### src/rtl/csel_mod_adder_pipe.sv
// Pipelined carry-select modular adder: one block of BLOCK bits is resolved per stage
// for both a+b and a+b-p; the last stage picks the reduced or raw sum.
module csel_mod_adder_pipe #(
  parameter int WIDTH = 32,
  parameter int BLOCK = 8
) (
  input  logic             clk,
  input  logic             rst,
  input  logic             in_valid,
  output logic             in_ready,
  input  logic [WIDTH-1:0] a,
  input  logic [WIDTH-1:0] b,
  input  logic [WIDTH-1:0] p,
  input  logic             mod_en,
  output logic             out_valid,
  input  logic             out_ready,
  output logic [WIDTH-1:0] s,
  output logic [WIDTH-1:0] s_raw,
  output logic             c_out,
  output logic             wrap
);
  localparam int NBLK = WIDTH / BLOCK;

  function automatic logic [WIDTH-1:0] maj3(input logic [WIDTH-1:0] u,
                                            input logic [WIDTH-1:0] v,
                                            input logic [WIDTH-1:0] w);
    return (u & v) | (u & w) | (v & w);
  endfunction

  // Both carry-in variants are formed; the registered carry only selects between them.
  function automatic logic [BLOCK:0] blk_add(input logic [BLOCK-1:0] u,
                                             input logic [BLOCK-1:0] v,
                                             input logic             cin);
    logic [BLOCK:0] sum0;
    logic [BLOCK:0] sum1;
    sum0 = {1'b0, u} + {1'b0, v};
    sum1 = sum0 + {{BLOCK{1'b0}}, 1'b1};
    return cin ? sum1 : sum0;
  endfunction

  logic             adv;
  logic [WIDTH-1:0] p_inv;
  logic [WIDTH-1:0] maj_in;
  logic [WIDTH-1:0] x_in;
  logic [WIDTH-1:0] y_in;
  logic             m_in;
  logic             ge;

  logic [WIDTH-1:0] a_q   [NBLK];
  logic [WIDTH-1:0] b_q   [NBLK];
  logic [WIDTH-1:0] x_q   [NBLK];
  logic [WIDTH-1:0] y_q   [NBLK];
  logic [WIDTH-1:0] r1_q  [NBLK];
  logic [WIDTH-1:0] r2_q  [NBLK];
  logic [NBLK-1:0]  vld_q;
  logic [NBLK-1:0]  c1_q;
  logic [NBLK-1:0]  c2_q;
  logic [NBLK-1:0]  m_q;
  logic [NBLK-1:0]  me_q;

  logic [WIDTH-1:0] a_d   [NBLK];
  logic [WIDTH-1:0] b_d   [NBLK];
  logic [WIDTH-1:0] x_d   [NBLK];
  logic [WIDTH-1:0] y_d   [NBLK];
  logic [WIDTH-1:0] r1_d  [NBLK];
  logic [WIDTH-1:0] r2_d  [NBLK];
  logic [NBLK-1:0]  vld_d;
  logic [NBLK-1:0]  c1_d;
  logic [NBLK-1:0]  c2_d;
  logic [NBLK-1:0]  m_d;
  logic [NBLK-1:0]  me_d;

  logic [WIDTH-1:0] a_src  [NBLK];
  logic [WIDTH-1:0] b_src  [NBLK];
  logic [WIDTH-1:0] x_src  [NBLK];
  logic [WIDTH-1:0] y_src  [NBLK];
  logic [WIDTH-1:0] r1_src [NBLK];
  logic [WIDTH-1:0] r2_src [NBLK];
  logic [NBLK-1:0]  vld_src;
  logic [NBLK-1:0]  c1_src;
  logic [NBLK-1:0]  c2_src;
  logic [NBLK-1:0]  m_src;
  logic [NBLK-1:0]  me_src;

  // Carry-save compression of a + b + ~p; the forced LSB of y is the +1 of -p.
  always_comb begin
    p_inv  = ~p;
    maj_in = maj3(a, b, p_inv);
    x_in   = a ^ b ^ p_inv;
    y_in   = {maj_in[WIDTH-2:0], 1'b1};
    m_in   = maj_in[WIDTH-1];
  end

  // Stage sources: stage 0 reads the input beat, stage k reads stage k-1 registers.
  always_comb begin
    a_src[0]   = a;
    b_src[0]   = b;
    x_src[0]   = x_in;
    y_src[0]   = y_in;
    r1_src[0]  = {WIDTH{1'b0}};
    r2_src[0]  = {WIDTH{1'b0}};
    vld_src[0] = in_valid;
    c1_src[0]  = 1'b0;
    c2_src[0]  = 1'b0;
    m_src[0]   = m_in;
    me_src[0]  = mod_en;
    for (int k = 1; k < NBLK; k++) begin
      a_src[k]   = a_q[k-1];
      b_src[k]   = b_q[k-1];
      x_src[k]   = x_q[k-1];
      y_src[k]   = y_q[k-1];
      r1_src[k]  = r1_q[k-1];
      r2_src[k]  = r2_q[k-1];
      vld_src[k] = vld_q[k-1];
      c1_src[k]  = c1_q[k-1];
      c2_src[k]  = c2_q[k-1];
      m_src[k]   = m_q[k-1];
      me_src[k]  = me_q[k-1];
    end
  end

  // Stage k resolves block k of both chains and forwards everything else unchanged.
  always_comb begin : resolve
    logic [BLOCK:0] t1;
    logic [BLOCK:0] t2;
    t1 = {(BLOCK+1){1'b0}};
    t2 = {(BLOCK+1){1'b0}};
    for (int k = 0; k < NBLK; k++) begin
      t1 = blk_add(a_src[k][k*BLOCK +: BLOCK], b_src[k][k*BLOCK +: BLOCK], c1_src[k]);
      t2 = blk_add(x_src[k][k*BLOCK +: BLOCK], y_src[k][k*BLOCK +: BLOCK], c2_src[k]);
      a_d[k]   = a_src[k];
      b_d[k]   = b_src[k];
      x_d[k]   = x_src[k];
      y_d[k]   = y_src[k];
      r1_d[k]  = r1_src[k];
      r2_d[k]  = r2_src[k];
      r1_d[k][k*BLOCK +: BLOCK] = t1[BLOCK-1:0];
      r2_d[k][k*BLOCK +: BLOCK] = t2[BLOCK-1:0];
      vld_d[k] = vld_src[k];
      c1_d[k]  = t1[BLOCK];
      c2_d[k]  = t2[BLOCK];
      m_d[k]   = m_src[k];
      me_d[k]  = me_src[k];
    end
  end

  // Pipeline registers; the whole pipe shifts together on adv, bubbles included.
  always_ff @(posedge clk or posedge rst) begin
    if (rst) begin
      for (int k = 0; k < NBLK; k++) begin
        a_q[k]   <= {WIDTH{1'b0}};
        b_q[k]   <= {WIDTH{1'b0}};
        x_q[k]   <= {WIDTH{1'b0}};
        y_q[k]   <= {WIDTH{1'b0}};
        r1_q[k]  <= {WIDTH{1'b0}};
        r2_q[k]  <= {WIDTH{1'b0}};
        vld_q[k] <= 1'b0;
        c1_q[k]  <= 1'b0;
        c2_q[k]  <= 1'b0;
        m_q[k]   <= 1'b0;
        me_q[k]  <= 1'b0;
      end
    end else if (adv) begin
      for (int k = 0; k < NBLK; k++) begin
        a_q[k]   <= a_d[k];
        b_q[k]   <= b_d[k];
        x_q[k]   <= x_d[k];
        y_q[k]   <= y_d[k];
        r1_q[k]  <= r1_d[k];
        r2_q[k]  <= r2_d[k];
        vld_q[k] <= vld_d[k];
        c1_q[k]  <= c1_d[k];
        c2_q[k]  <= c2_d[k];
        m_q[k]   <= m_d[k];
        me_q[k]  <= me_d[k];
      end
    end
  end

  // a+b >= p exactly when a+b-p+2^WIDTH overflows: chain-2 carry or the dropped top weight.
  always_comb begin
    out_valid = vld_q[NBLK-1];
    adv       = !out_valid | out_ready;
    in_ready  = adv;
    ge        = c2_q[NBLK-1] | m_q[NBLK-1];
    wrap      = me_q[NBLK-1] & ge;
    s_raw     = r1_q[NBLK-1];
    c_out     = c1_q[NBLK-1];
    s         = wrap ? r2_q[NBLK-1] : r1_q[NBLK-1];
  end

endmodule

### config.mk
export PLATFORM = sky130hd
export DESIGN_NAME = csel_mod_adder_pipe
export DESIGN_NICKNAME = d
export VERILOG_FILES = /design/src/rtl/csel_mod_adder_pipe.sv
export SDC_FILE = /design/constraint.sdc
export NUM_CORES = 1
export LEC_CHECK = 0
export CAP_MARGIN = 20
export CORE_ASPECT_RATIO = 2
export CORE_MARGIN = 3
export CORE_UTILIZATION = 37
export CTS_BUF_LIST = sky130_fd_sc_hd__clkbuf_16
export CTS_CLUSTER_DIAMETER = 120
export DETAILED_ROUTE_END_ITERATION = 12
export PLACE_DENSITY_LB_ADDON = 0.08
export SYNTH_ARGS = -nofsm -noshare
export SYNTH_HDL_FRONTEND = slang
export SYNTH_SLANG_ARGS = --single-unit
### constraint.sdc
create_clock -name clk -period 20.9 [get_ports clk]
set_input_delay 3.135 -clock clk [delete_from_list [all_inputs] [get_ports clk]]
set_output_delay 3.135 -clock clk [all_outputs]
set_load 0.005 [all_outputs]
### Word-level counts from Yosys, hierarchy flattened

Index checks and enable logic that the tools add are counted.

* $add $sub $neg: 14
* multipliers: 0
* div/mod/pow operators: 0
* order comparisons: 0
* eq/ne operators: 0
* shifts and indexed selects: 0
* mux-type cells: 7
* bitwise gates (word level): 11
* reduce and logical (&&, ||, !) cells: 1

Operator list (count)
* AND 32 bit: 3
* adder 8 x 8 -> 9 bit: 8
* bitwise OR 32 bit: 2
* XOR 32 bit: 2
* adder 9 x 1 -> 9 bit (second input constant): 6
* two-way mux 9 bit: 6
* two-way mux 32 bit: 1
* NOT 32 bit: 1
* bitwise OR 1 bit: 2
* AND 1 bit: 1
* zero test 1 bit: 1

* register bits: 564
* bits in latches: 0
* bits in writable memories: 0
* bits in read-only memories: 0
* input bits: 101
* output and inout bits: 68
* logic and storage cells: 58
* memories kept: 0

### Depth between registers and ports, before layout

Gate-level depths: netlist of the first run.

* word-level depth: 5
* gate-level depth with buffers: 11
* gate-level depth less buffers: 11

### Worst setup path after synthesis of the first run

OpenSTA, ideal clock, no wires.

* path kind: input -> output
* start point: input out_ready
* end point: output in_ready
* arrival: 4.020 ns
* data required time: 17.765 ns
* setup slack: 13.745 ns
* stages: 5
* buffers on the path: 3
* cells stage by stage: nor2b_1 > buf_2 > inv_2 > clkbuf_1 > clkbuf_1

* word-level cells in the longest chain between the ends: 1

RTL lines
* start, declared: RTL line 16 `input logic out_ready,`
* bitwise OR 1 bit: RTL line 183 `adv = !out_valid | out_ready;`
* end, declared: RTL line 10 `output logic in_ready,`

No other way between the ends.

### Final worst setup path of the first run

Same ends and word-level chain as after synthesis.

==> results of run 1 <==
area by class of cell:
type                    count  area, um2  area share
clock inverters            28        278      0.0129
well taps                 632        791      0.0368
multi-input cells        1405       8010       0.373
flip-flops and latches    372       9310       0.433
repair buffers            179       1780      0.0827
clock buffers              39        976      0.0454
inverters                  88        345      0.0161
power by group through the flow:
stage	clock network, mW	registers [mW]	logic, mW
after global placement	0	1.27	1.56
after CTS	0.721	1.26	1.60
after floorplan	0	1.20	1.10
after detailed placement	0	1.28	1.59
final	0.696	1.26	1.56
after global routing	0.746	1.30	1.78
worst max-delay path, cell delays in order:
cell and delay, ps:
clkdlybuf4s50_1 530, nor2b_4 120, inv_8 390, clkdlybuf4s50_1 620
kinds of logic after synthesis:
family / after synthesis
AOI/OAI and AO/OA: 278
xor gates and xnor gates: 88
adders and majority gates: 109
buffers and inverters: 176
DFF: 372
muxes: 42
and+or+nand+nor: 888
layer usage:
layer | global-route usage | vias up
li1 | - | 6519
met1 | 0.195 | 6155
met2 | 0.323 | 185
met3 | 0.0197 | 69
met4 | 0.0624 | 0
met5 | 0 | -
registers in the layout (all words and copies together) (netlist names):
name / flops
a_d: 48
b_d: 48
c1_q: 4
c2_q: 4
m_q: 4
me_q: 4
r1_d: 48
r2_d: 48
r2_q: 32
s_raw: 32
vld_q: 4
x_d: 48
y_d: 48
stage by stage:
| stage | cells | hold slack, ps | setup slack [ps] | cell area (um2) | util |
|---|---|---|---|---|---|
| after detailed placement | 2676 | 448 | 12870 | 20200 | 0.423 |
| after floorplan | 1953 | 430 | 7430 | 18000 | - |
| after global placement | 2676 | 446 | 12900 | 20200 | 0.423 |
| after global routing | 2743 | 481 | 12780 | 21500 | 0.450 |
| after CTS | 2743 | 462 | 12870 | 21500 | 0.450 |
| final | 2743 | 459 | 12860 | 21500 | 0.450 |
cells in the mapped netlist, drive strengths merged, types with 34 or more instances:
cell,count,share of area
nand2,729,0.15
xor2,36,0.018
fa,40,0.045
a21oi,104,0.029
clkbuf,83,0.017
mux2,34,0.021
ha,69,0.048
xnor2,52,0.026
inv,88,0.018
o21ai,115,0.032
nor2,90,0.019
dfrtp,372,0.52
final timing paths:
check                            to      start  cells after the start  slack, ps
min                        vld_q[2]   vld_q[2]                      2        460
max reg2reg                r2_d[23]   vld_q[3]                      5      17860
max in group asynchronous  r1_d[20]        rst                      3      16380
min in group asynchronous  r1_d[36]        rst                      2       3070
min reg2reg                vld_q[2]   vld_q[2]                      2        460
max                        in_ready  out_ready                      4      12860
==> flow_summary.toml, run 1 <==
[synthesis]
muxShareOfSynthArea = 0.0258
ys.flop_type = "dfrtp_1"
synth_top_family_by_area = "simple AND/OR/NAND/NOR gates"
syn_area_per_cell_um2 = 9.20
synth-seq-cells = 372
syn_area_um2 = 18000
yosysSeqAreaShare = 0.518
syn_nets = 2163
synth-xor-area-share = 0.0442
synthDistinctLibCells = 50
synthCells = 1953
synth-simple-area-share = 0.195
synthAdderAreaFrac = 0.0926
synth_edf_count = 0
synth_compound_area_frac = 0.0871
async_reset_ff_frac = 1.00
yosysWarnings = 0

[cts]
post_cts_buffers = 0
path_clk_slew_ps = 60
clockBufferDepth = 3
root_buffer = "clkbuf_16"
cts.htree.levels = 2
cts_sinks = 372
postCtsHoldBufs = 0
numCtsBuffers = 37
cts_resized = 0
clk_latency_ps = 540
cts_tree = "yes"

[pwr]
total_power_mw = 3.51
combPwrFrac = 0.444
p_leak_nw = 10.3
power_density_nw_per_um2 = 163
ir_worst_vdd_uv = 72.0
p_clk_frac = 0.198
p_switching_mw = 1.36
seqPwrFrac = 0.358
internal_power_mw = 2.16
swShare = 0.386

[detailed_routing]
routed-via-count = 12900
postRouteAntennaNets = 0
drtPass1Iterations = 7
wl_met1_mm = 17.2
wl_met2_mm = 23.5
routed_via_density = 4.71
top_layer = "met4"
routedWlPerCell_um = 15.8
wl_met3_mm = 1.12
drc_errors = 0
totalWireLength_mm = 43.4
drt-initial-drc-count = 592

[status]
status = "finished clean"

[timing]
rsz0062_at_grt = "no"
min_period_ps = 8040
final_max_slew_viol_count = 0
timing.fmax_ghz = 0.124
setup_viol = 0
hold_viol = 0
relSlewSlack = 0.321
finalCritPeriodShare = 0.385
timing.setup.tns_ps = 0
fin_worst_skew_ps = 17.6
tightest_slew_ps = 1020

[floorplanning]
die-area_um2 = 51400
die_w_um = 162
core-area_um2 = 47800
start_util = 0.376
die-height_um = 318
num_rows = 113
pin_count = 169

[worst_setup_path]
critPathMaxFanout = 109
setup.worst_path.start_class = "input port"
crit_type = "input port to output pin"
crit_arrival_ps = 4910
required_ps = 17770
critical_path.endpoint_type = "output pin"

[cells_and_area]
final_cell_mix = "nand2_1 (729), dfrtp_1 (372), clkdlybuf4s50_1 (168), o21ai_0 (114), a21oi_1 (104)"
area_delta_synth_final_pct = 19.6
fillers = 4908
antenna_cells = 0
drive_gt1_frac = 0.0521
nets = 2293
final_common_cell = "nand2_1"

[global_route]
grt_pass1_vias = 13600
grt_pass1_wl_mm = 70.8
antenna_found_initial = 0
grt_overflow = 0
grt_max_degree = 148
grt_usage = 0.171

[placement]
place_hpwl_mm = 30.9
io_buffers = 168
place.gp.congestion = 0.784

[flow_run]
drv_cap = 0

[min_path]
hp-class = "flip-flop to flip-flop"
Note: power is estimated with default switching activity, not from simulation.
==> run 2, diff against run 1 <==
==> constraint.sdc (replaced) <==
create_clock -name clk -period 7.9 [get_ports clk]
set_input_delay 1.185 -clock clk [delete_from_list [all_inputs] [get_ports clk]]
set_output_delay 1.185 -clock clk [all_outputs]
set_load 0.005 [all_outputs]
==> run 2 against run 1 <==
Against the previous run:
- hold slack improved by 3.2 ps
- final area decreased by 0.12%
- global-route usage about the same
- non-clock buffer count rose by 1
- flip-flop and latch count is the same
- critical path type unchanged
- critical endpoint unchanged
- largest power group unchanged
- highest routed layer unchanged
==> flow_summary.toml, run 2 (synthesis results as in run 1) <==
[floorplanning]
die-area_um2 = 51400
core-area_um2 = 47800
die_w_um = 162
start_util = 0.376
pin_count = 169
die-height_um = 318
num_rows = 113

[cts]
cts_sinks = 372
path_clk_slew_ps = 60
clockBufferDepth = 3
postCtsHoldBufs = 0
root_buffer = "clkbuf_16"
post_cts_buffers = 0
cts.htree.levels = 2
clk_latency_ps = 540
numCtsBuffers = 37
cts_tree = "yes"
cts_resized = 0

[cells_and_area]
area_delta_synth_final_pct = 19.5
multi_input_area_um2 = 8010
drive_gt1_frac = 0.0531
final_common_cell = "nand2_1"
final_cells = 2743
antenna_cells = 0
nets = 2294
fillers = 4812
seq_area_um2 = 9310
final_cell_mix = "nand2_1 (729), dfrtp_1 (372), clkdlybuf4s50_1 (168), o21ai_0 (114), a21oi_1 (104)"

[detailed_routing]
postRouteAntennaNets = 0
routed_via_density = 4.72
routedWlPerCell_um = 15.8
routed-via-count = 12900
drc_errors = 0
totalWireLength_mm = 43.3
drt-initial-drc-count = 611
drtPass1Iterations = 5

[timing]
setup_viol = 0
tightest_slew_ps = 1010
relSlewSlack = 0.329
final_max_slew_viol_count = 0
timing.setup.tns_ps = 0
min_period_ps = 4060
hold_viol = 0
rsz0062_at_grt = "no"
timing.fmax_ghz = 0.246
finalCritPeriodShare = 0.515
fin_worst_skew_ps = 12.9

[flow_run]
drv_cap = 0

[placement]
place.gp.congestion = 0.773
dp_cells = 2676
place_hpwl_mm = 30.9
io_buffers = 168

[worst_setup_path]
required_ps = 6710
path_buf_inv = 3
cpMaxStageDelayCell = "clkdlybuf4s50_1"
crit_type = "input port to output pin"
crit_arrival_ps = 2880
critPathTopFamily = "buffers and inverters"
cp_cell_sequence = "clkdlybuf4s50_1 > nor2b_4 > inv_8 > clkdlybuf4s50_1"
critPathMaxFanout = 129
max_stage_delay_ps = 630
setup.worst_path.start_class = "input port"
critical_path.endpoint_type = "output pin"
crit_top_cell = "clkdlybuf4s50_1"

[pwr]
power_density_nw_per_um2 = 430
p_leak_nw = 10.3
ir_worst_vdd_uv = 475

[global_route]
grt_pass1_vias = 13600
grt_usage = 0.171
grt_max_degree = 236
antenna_found_initial = 0
grt_overflow = 0
grt_pass1_wl_mm = 71.0

[min_path]
hp-class = "flip-flop to flip-flop"

[status]
status = "finished clean"
run 2: per-stage QoR:
stage	cell area [um2]	worst slack, ps	power, mW	hold WS (ps)	utilization
CTS	21400	3760	9.43	467	0.449
global route	21500	3700	10.1	484	0.449
floorplan	18000	1720	6.09	430	-
global placement	20200	3770	7.52	449	0.424
detailed placement	20200	3760	7.61	454	0.424
finish	21500	3840	9.23	463	0.449
run 2: report_power, final:
group / internal, mW / switching, mW
clock network: 0.994 / 0.765
logic: 1.85 / 2.28
registers: 2.77 / 0.570
total: 5.61 / 3.61
run 2: worst register-to-register path, delay by kind of cell, from the launching register on:
kind | cells | cell delay, ps
adder cells (fa/ha/maj) | 2 | 670
flip-flops | 1 | 390
AND/OR/NAND/NOR | 1 | 380
XOR/XNOR | 2 | 390
AO/OA/AOI/OAI | 4 | 770
run 2: worst paths after layout:
path | startpoint | end | slack, ps | cells past startpoint
max | out_ready | in_ready | 3840 | 4
max in group asynchronous | rst | y_d[50] | 5150 | 4
min reg2reg | r1_d[46] | r1_d[14] | 460 | 2
max reg2reg | x_d[48] | c2_q[2] | 5150 | 9
min | r1_d[46] | r1_d[14] | 460 | 2
min in group asynchronous | rst | vld_q[0] | 980 | 2
run 2: layer usage:
layer  vias up  routed length, um  global-route usage
met5         -                  0                   0
met4         0               1410              0.0577
met3        59               1240              0.0224
met2       192              23900               0.327
met1      6167              16800               0.193
li1       6522                  -                   -
run 2: final cells by class:
class                      instances  area share
tap                              632      0.0368
multi-input combinational       1405       0.373
timing repair buffer             180      0.0847
sequential                       372       0.434
clock buffer                      39      0.0455
clock inverter                    27      0.0100
inverter                          88      0.0159
